**src/rtl/seg7_pkg.sv**
```systemverilog
// -----------------------------------------------------------------------------
// seg7_pkg
// Shared constants for the 7-segment receive path.
//   - SEG7_HEX_0..SEG7_HEX_F : active-low {g,f,e,d,c,b,a} patterns per hex digit
//   - SEG7_BLANK             : all segments off
//   - rx_state_e             : scan receiver FSM states
// No ports (package).
// -----------------------------------------------------------------------------
package seg7_pkg;

    localparam logic [6:0] SEG7_HEX_0 = 7'h40;
    localparam logic [6:0] SEG7_HEX_1 = 7'h79;
    localparam logic [6:0] SEG7_HEX_2 = 7'h24;
    localparam logic [6:0] SEG7_HEX_3 = 7'h30;
    localparam logic [6:0] SEG7_HEX_4 = 7'h19;
    localparam logic [6:0] SEG7_HEX_5 = 7'h12;
    localparam logic [6:0] SEG7_HEX_6 = 7'h02;
    localparam logic [6:0] SEG7_HEX_7 = 7'h78;
    localparam logic [6:0] SEG7_HEX_8 = 7'h00;
    localparam logic [6:0] SEG7_HEX_9 = 7'h10;
    localparam logic [6:0] SEG7_HEX_A = 7'h08;
    localparam logic [6:0] SEG7_HEX_B = 7'h03;
    localparam logic [6:0] SEG7_HEX_C = 7'h46;
    localparam logic [6:0] SEG7_HEX_D = 7'h21;
    localparam logic [6:0] SEG7_HEX_E = 7'h06;
    localparam logic [6:0] SEG7_HEX_F = 7'h0E;

    localparam logic [6:0] SEG7_BLANK = 7'h7F;

    typedef enum logic [1:0] {
        IDLE   = 2'd0,
        SETTLE = 2'd1,
        HOLD   = 2'd2
    } rx_state_e;

endpackage

```
**src/rtl/seg7_scan_rx_if.sv**
```systemverilog
// -----------------------------------------------------------------------------
// seg7_scan_rx_if
// Scanned segment bus as seen at the display pins.
//   seg_in [6:0]            shared segment lines {g..a}, active-low
//   dig_en [NUM_DIGITS-1:0] digit enables, active-high, one-hot when driven
// Modports: master drives the bus (scanner / bench), slave observes it.
// -----------------------------------------------------------------------------
interface seg7_scan_rx_if #(
    parameter int NUM_DIGITS = 4
);
    logic [6:0]            seg_in;
    logic [NUM_DIGITS-1:0] dig_en;

    modport master (output seg_in, output dig_en);
    modport slave  (input  seg_in, input  dig_en);
endinterface

```
**src/rtl/seg7_pattern_dec.sv**
```systemverilog
// -----------------------------------------------------------------------------
// seg7_pattern_dec
// Combinational inverse of the hex-to-7-segment table.
//   seg_i    [6:0] active-low pattern {g..a}
//   hit_o          pattern is one of the 16 hex glyphs
//   nibble_o [3:0] decoded value (0 when hit_o is low)
// -----------------------------------------------------------------------------
module seg7_pattern_dec
    import seg7_pkg::*;
(
    input  logic [6:0] seg_i,
    output logic       hit_o,
    output logic [3:0] nibble_o
);

    always_comb begin
        hit_o    = 1'b1;
        nibble_o = 4'h0;
        case (seg_i)
            SEG7_HEX_0: nibble_o = 4'h0;
            SEG7_HEX_1: nibble_o = 4'h1;
            SEG7_HEX_2: nibble_o = 4'h2;
            SEG7_HEX_3: nibble_o = 4'h3;
            SEG7_HEX_4: nibble_o = 4'h4;
            SEG7_HEX_5: nibble_o = 4'h5;
            SEG7_HEX_6: nibble_o = 4'h6;
            SEG7_HEX_7: nibble_o = 4'h7;
            SEG7_HEX_8: nibble_o = 4'h8;
            SEG7_HEX_9: nibble_o = 4'h9;
            SEG7_HEX_A: nibble_o = 4'hA;
            SEG7_HEX_B: nibble_o = 4'hB;
            SEG7_HEX_C: nibble_o = 4'hC;
            SEG7_HEX_D: nibble_o = 4'hD;
            SEG7_HEX_E: nibble_o = 4'hE;
            SEG7_HEX_F: nibble_o = 4'hF;
            default:    hit_o    = 1'b0;
        endcase
    end

endmodule

```
**src/rtl/seg7_scan_rx.sv**
```systemverilog
// -----------------------------------------------------------------------------
// seg7_scan_rx
// Monitors a scanned 7-segment bus and recovers the hex nibble on each digit.
// Ports:
//   clk, rst_n          system clock (rising), async active-low reset
//   bus_if (slave)      seg_in / dig_en from the display pins (asynchronous)
//   value  [4N-1:0]     recovered nibbles, digit i at [4i+3:4i]
//   valid  [N-1:0]      digit i holds a decoded nibble
//   frame_done          pulse when every digit has been captured since last pulse
//   err                 pulse on undecodable pattern or multi-hot enable capture
//   err_cnt [7:0]       saturating count of err pulses
// Build option: SEG7_RX_BLANK_EN makes 7'h7F a legal blank (no err, valid=0).
//
// state  | meaning
// IDLE   | no digit enabled
// SETTLE | counting consecutive identical samples
// HOLD   | sample captured, waiting for the bus to change
// -----------------------------------------------------------------------------
module seg7_scan_rx
    import seg7_pkg::*;
#(
    parameter int NUM_DIGITS    = 4,
    parameter int STABLE_CYCLES = 4
) (
    input  logic                    clk,
    input  logic                    rst_n,
    seg7_scan_rx_if.slave           bus_if,
    output logic [4*NUM_DIGITS-1:0] value,
    output logic [NUM_DIGITS-1:0]   valid,
    output logic                    frame_done,
    output logic                    err,
    output logic [7:0]              err_cnt
);

    // Capture fires on the edge where the STABLE_CYCLES-th identical sample
    // is counted, i.e. while cnt_q still holds one less.
    localparam logic [7:0] CNT_LAST = 8'(STABLE_CYCLES - 1);

    logic [6:0]              seg_meta_q, s_seg_q, prev_seg_q;
    logic [NUM_DIGITS-1:0]   en_meta_q, s_en_q, prev_en_q;
    rx_state_e               state_q, state_d;
    logic [7:0]              cnt_q, cnt_d;
    logic                    capture;
    logic                    change, en_zero, onehot, hit, blank_ok;
    logic [3:0]              nibble;
    logic [4*NUM_DIGITS-1:0] value_q, value_d;
    logic [NUM_DIGITS-1:0]   valid_q, valid_d, mask_q, mask_d;
    logic                    err_q, err_d, fd_q, fd_d;
    logic [7:0]              err_cnt_q, err_cnt_d;

    always_ff @(posedge clk or negedge rst_n) begin
        if (!rst_n) begin
            seg_meta_q <= SEG7_BLANK;
            s_seg_q    <= SEG7_BLANK;
            prev_seg_q <= SEG7_BLANK;
            en_meta_q  <= '0;
            s_en_q     <= '0;
            prev_en_q  <= '0;
        end else begin
            seg_meta_q <= bus_if.seg_in;
            s_seg_q    <= seg_meta_q;
            prev_seg_q <= s_seg_q;
            en_meta_q  <= bus_if.dig_en;
            s_en_q     <= en_meta_q;
            prev_en_q  <= s_en_q;
        end
    end

    assign change  = (s_seg_q != prev_seg_q) || (s_en_q != prev_en_q);
    assign en_zero = (s_en_q == '0);
    assign onehot  = $onehot(s_en_q);

    seg7_pattern_dec u_dec (
        .seg_i    (s_seg_q),
        .hit_o    (hit),
        .nibble_o (nibble)
    );

`ifdef SEG7_RX_BLANK_EN
    assign blank_ok = (s_seg_q == SEG7_BLANK);
`else
    assign blank_ok = 1'b0;
`endif

    // FSM: state register
    always_ff @(posedge clk or negedge rst_n) begin
        if (!rst_n) begin
            state_q <= IDLE;
            cnt_q   <= 8'd0;
        end else begin
            state_q <= state_d;
            cnt_q   <= cnt_d;
        end
    end

    // FSM: next state
    always_comb begin
        state_d = state_q;
        unique case (state_q)
            IDLE:    if (!en_zero) state_d = SETTLE;
            SETTLE:  if (change) state_d = en_zero ? IDLE : SETTLE;
                     else if (cnt_q == CNT_LAST) state_d = HOLD;
            HOLD:    if (change) state_d = en_zero ? IDLE : SETTLE;
            default: state_d = IDLE;
        endcase
    end

    // FSM: outputs (stability counter and capture strobe)
    always_comb begin
        cnt_d   = cnt_q;
        capture = 1'b0;
        unique case (state_q)
            IDLE:   cnt_d = en_zero ? 8'd0 : 8'd1;
            SETTLE: begin
                if (change) begin
                    cnt_d = en_zero ? 8'd0 : 8'd1;
                end else begin
                    cnt_d = cnt_q + 8'd1;
                    if (cnt_q == CNT_LAST) capture = 1'b1;
                end
            end
            HOLD:    if (change) cnt_d = en_zero ? 8'd0 : 8'd1;
            default: cnt_d = 8'd0;
        endcase
    end

    always_comb begin
        value_d = value_q;
        valid_d = valid_q;
        mask_d  = mask_q;
        err_d   = 1'b0;
        fd_d    = 1'b0;
        if (capture) begin
            if (onehot) begin
                for (int i = 0; i < NUM_DIGITS; i++) begin
                    if (s_en_q[i]) begin
                        if (hit) value_d[4*i +: 4] = nibble;
                        valid_d[i] = hit;
                        mask_d[i]  = 1'b1;
                    end
                end
                err_d = !hit && !blank_ok;
            end else begin
                err_d = 1'b1;
            end
            if (&mask_d) begin
                fd_d   = 1'b1;
                mask_d = '0;
            end
        end
    end

    assign err_cnt_d = (err_d && (err_cnt_q != 8'hFF)) ? err_cnt_q + 8'd1 : err_cnt_q;

    always_ff @(posedge clk or negedge rst_n) begin
        if (!rst_n) begin
            value_q   <= '0;
            valid_q   <= '0;
            mask_q    <= '0;
            err_q     <= 1'b0;
            fd_q      <= 1'b0;
            err_cnt_q <= 8'd0;
        end else begin
            value_q   <= value_d;
            valid_q   <= valid_d;
            mask_q    <= mask_d;
            err_q     <= err_d;
            fd_q      <= fd_d;
            err_cnt_q <= err_cnt_d;
        end
    end

    assign value      = value_q;
    assign valid      = valid_q;
    assign frame_done = fd_q;
    assign err        = err_q;
    assign err_cnt    = err_cnt_q;

endmodule

```
**src/flat_wrapper.sv**
```systemverilog
// flat-port wrapper written by rule: the top's interface ports become plain ports
module seg7_scan_rx_flat import seg7_pkg::*;
#(
    parameter int NUM_DIGITS    = 4,
    parameter int STABLE_CYCLES = 4
)
  (clk, rst_n, value, valid, frame_done, err, err_cnt, bus_if_seg_in, bus_if_dig_en);
  seg7_scan_rx_if #(.NUM_DIGITS(NUM_DIGITS)) bus_if_i ();
  input  logic clk;
  input  logic rst_n;
  output logic [4*NUM_DIGITS-1:0] value;
  output logic [NUM_DIGITS-1:0] valid;
  output logic frame_done;
  output logic err;
  output logic [7:0] err_cnt;
  input wire logic [$bits(bus_if_i.seg_in)-1:0] bus_if_seg_in;
  input wire logic [$bits(bus_if_i.dig_en)-1:0] bus_if_dig_en;
  assign bus_if_i.seg_in = bus_if_seg_in;
  assign bus_if_i.dig_en = bus_if_dig_en;
  seg7_scan_rx #(.NUM_DIGITS(NUM_DIGITS), .STABLE_CYCLES(STABLE_CYCLES)) u_core (.clk(clk), .rst_n(rst_n), .bus_if(bus_if_i), .value(value), .valid(valid), .frame_done(frame_done), .err(err), .err_cnt(err_cnt));
endmodule
```
**config.mk**
```make
export PLATFORM = sky130hd
export DESIGN_NAME = seg7_scan_rx_flat
export DESIGN_NICKNAME = d
export VERILOG_FILES = /design/src/rtl/seg7_pkg.sv /design/src/rtl/seg7_scan_rx_if.sv /design/src/rtl/seg7_pattern_dec.sv /design/src/rtl/seg7_scan_rx.sv /design/src/flat_wrapper.sv
export SDC_FILE = /design/constraint.sdc
export NUM_CORES = 1
export LEC_CHECK = 0
export ABC_AREA = 1
export CAP_MARGIN = 20
export CELL_PAD_IN_SITES_DETAIL_PLACEMENT = 2
export CELL_PAD_IN_SITES_GLOBAL_PLACEMENT = 2
export CORE_ASPECT_RATIO = 2
export CORE_MARGIN = 4
export CORE_UTILIZATION = 36
export CTS_BUF_LIST = sky130_fd_sc_hd__clkbuf_16
export DETAILED_ROUTE_END_ITERATION = 12
export PLACE_DENSITY = 0.82
export RECOVER_POWER = 25
export SYNTH_ARGS = -nofsm -noshare
export SYNTH_HDL_FRONTEND = slang
export SYNTH_HIERARCHICAL = 1
export SYNTH_SLANG_ARGS = --single-unit
```
**constraint.sdc**
```tcl
create_clock -name clk -period 3.97 [get_ports clk]
set_input_delay 0.397 -clock clk [delete_from_list [all_inputs] [get_ports clk]]
set_output_delay 0.397 -clock clk [all_outputs]
set_load 0.01 [all_outputs]
```
==> results.cfg <==
[status]
status = complete, but fails checks
violations = capacitance limit, slew limit

[cts]
ctsRootBufferMaster = clkbuf_16
cts_buffers = 9
postCtsSetupRepairBufs = 0
clock_latency_ns = 0.33
cts.sinks = 77
cts_resized = 0
cts_tree = done
clock_path_buffers = 2
cts_hold_buf = 0
clkTransAtPathRegs_ns = 0.06
cts_max_level = 3

[global_route]
grt_antenna_before_repair = 0
grt_pass1_wl_mm = 17.6
grt_overflow = 0
grtUsageTotal_pct = 19.1
grt_pass1_vias = 3527
grt_max_degree = 78

[synthesis]
yosysTopAreaCell = dfrtp_1
yosys_warnings = 6
synthTopCellsByCount = nand2_1, dfrtp_1, inv_1, nor2_1, nand3_1
synth.top_cell.area_share_pct = 38.0
synthTopCellsByArea = dfrtp_1, dfstp_2, nand2_1
async_reset_ff_share_pct = 100
yosysMostFrequentCell = nand2_1
ys_seq_area_share_pct = 52.9
yosys_register_bits = 77
syn_avg_cell_area_um2 = 8.64
synth_cell_type_count = 28
synthCells = 427
syn-num-nets = 446
synth_edf_count = 0
syn_area_um2 = 3690
synth_ff_type = dfrtp_1

[setup_path]
regToRegSetupSlack_ns = 0.92
critPathLaunchType = register
r2r-start = u_core/s_en_q[1]
critPathArrivalTime_ns = 3.25
worstPathCellList = inv_1, fa_1, inv_1, ha_1, ha_1, nor3b_1, nand2_1, nand2_1, nand2_1, inv_1, nand3_1, nand3_1, o21ai_0
regToRegEndpoint = u_core/mask_q[3]
slowest_delay_ns = 0.54
path_max_fanout = 5
r2r_cells = 13
path_class = register to register
cp_top_family = simple AND/OR/NAND/NOR gates
worstPathRequired_ns = 4.17
worstPathBufferInverterCount = 3
slowest_stage = fa_1
cp-end-kind = register

[sta]
worst_slew_pin_slew_ns = 1.93
max_freq_mhz = 328
finalHoldViolCount = 0
period_share_pct = 76.7
setup_viol = 0
relSlewSlack_pct = -28.8
slew_viol_final = 78
rsz0062_at_grt = no
fin_crit_ns = 3.05
clock-skew-final_ns = 0.00375
finalSetupTns_ns = 0

[route]
routed_wl_mm = 10.5
vias = 3057
drtIter0Drc = 94
via_per_inst = 4.95
wire_per_inst_um = 17.0
remaining_drc_errors = 0
final_antenna_net_count = 0
dr.pass1.iters = 4

[floorplan]
core_area_um2 = 10100
die_y_um = 151
fp-row-count = 52
die_area_um2 = 12000
fp.dieW_um = 79.6
ios = 43
start_util_pct = 36.6

[cells_and_area]
layout.nets = 496
areaGrowthSynthToFinish_pct = 23.0
final_util_pct = 45.0
design_area_um2 = 4540
drive_gt1_share_pct = 12.4
n_antenna_cell = 0

[worst_hold_path]
min_to = u_core/s_en_q[2]
hold_depth = 0
min_path_type = register to register
hp-start = u_core/en_meta_q[2]

[placement]
port_buffers = 42
gp_congestion = 0.784
dpl-instance-area_um2 = 4250
dpl.hpwl_mm = 7.92

[pwr]
vdd_drop_max_mv = 0.186
p_per_area_nw_per_um2 = 382
p_leak_nw = 2.22

[job]
cap_violations = 1
==> flip-flops by register name, summed over array words and instances, names as in the netlist <==
| register | count |
|---|---|
| u_core/err | 1 |
| u_core/prev_en_q | 4 |
| u_core/s_seg_q | 7 |
| u_core/err_cnt | 8 |
| u_core/en_meta_q | 4 |
| u_core/value | 16 |
| u_core/valid | 4 |
| u_core/cnt_q | 8 |
| u_core/state_q | 2 |
| u_core/seg_meta_q | 7 |
| u_core/prev_seg_q | 7 |
| u_core/mask_q | 4 |
| u_core/frame_done | 1 |
| u_core/s_en_q | 4 |
==> worst max-delay path by stage <==
stage                     startpoint          endpoint  slack [ns]  cells past startpoint
floorplan           u_core/s_en_q[0]  u_core/mask_q[0]        1.43                     13
global placement    u_core/s_en_q[1]  u_core/mask_q[3]        1.12                     13
detailed placement  u_core/s_en_q[0]  u_core/mask_q[0]        0.95                     13
CTS                 u_core/s_en_q[1]  u_core/mask_q[3]        0.85                     11
global route        u_core/s_en_q[1]  u_core/mask_q[3]        0.62                     13
finish              u_core/s_en_q[1]  u_core/mask_q[3]        0.92                     13
==> cell families after synthesis <==
family	synth area share [%]
fa+ha+maj	2.24
simple gates	32.7
buf+inv	6.34
compound gates	2.92
flops	52.9
xor+xnor	2.85
==> metrics by stage <==
| stage | setup WS, ns | std cells | hold slack, ns | power, mW |
|---|---|---|---|---|
| 6_report | 0.925 | 617 | 0.353 | 1.74 |
| 3_3_place_gp | 1.12 | 601 | 0.338 | 0.944 |
| 3_5_place_dp | 0.949 | 601 | 0.344 | 0.952 |
| 4_1_cts | 0.852 | 617 | 0.274 | 1.77 |
| 2_1_floorplan | 1.43 | 427 | 0.101 | 0.897 |
| 5_1_grt | 0.620 | 617 | 0.358 | 1.81 |
==> power breakdown <==
group,switching [mW],leakage [nW],internal [mW]
Clock,0.320,0.144,0.483
Sequential,0.0180,0.963,0.811
Combinational,0.0745,1.11,0.0294
Total,0.412,2.22,1.32
==> layout make-up <==
class,count,area (um^2)
clock inverter,7,67.6
sequential,77,1950
fill,1117,5550
tap,135,169
timing repair buffer,42,415
inverter,55,206
multi-input combinational,292,1500
clock buffer,9,225
==> cell usage in the layout, fill, tap and decap left out, types with 2 or more instances in the layout <==
| cell | count |
|---|---|
| clkinv_4 | 2 |
| nand2_2 | 2 |
| nand4_1 | 12 |
| clkdlybuf4s50_1 | 30 |
| nor2_4 | 4 |
| nor2_1 | 48 |
| dfrtp_1 | 56 |
| xor2_1 | 7 |
| o21ai_0 | 12 |
| nor3_1 | 6 |
| nand3_2 | 7 |
| nor2_2 | 11 |
| dlygate4sd3_1 | 11 |
| nor3b_1 | 2 |
| ha_1 | 5 |
| a21oi_1 | 3 |
| dfstp_2 | 14 |
| xnor2_1 | 5 |
| clkbuf_16 | 9 |
| nand3_1 | 42 |
| inv_2 | 3 |
| inv_1 | 53 |
| dfstp_1 | 7 |
| o22ai_1 | 4 |
| nand2_1 | 116 |
==> per-layer routing <==
layer	GRT usage, %	vias to the layer above	part of all wire, %
met4	7.57	0	2.1
met5	0	-	0
met3	2.50	17	1.7
li1	-	1450	-
met2	38.7	34	62
met1	18.7	1556	35
Power figures use the tool's default switching activity.
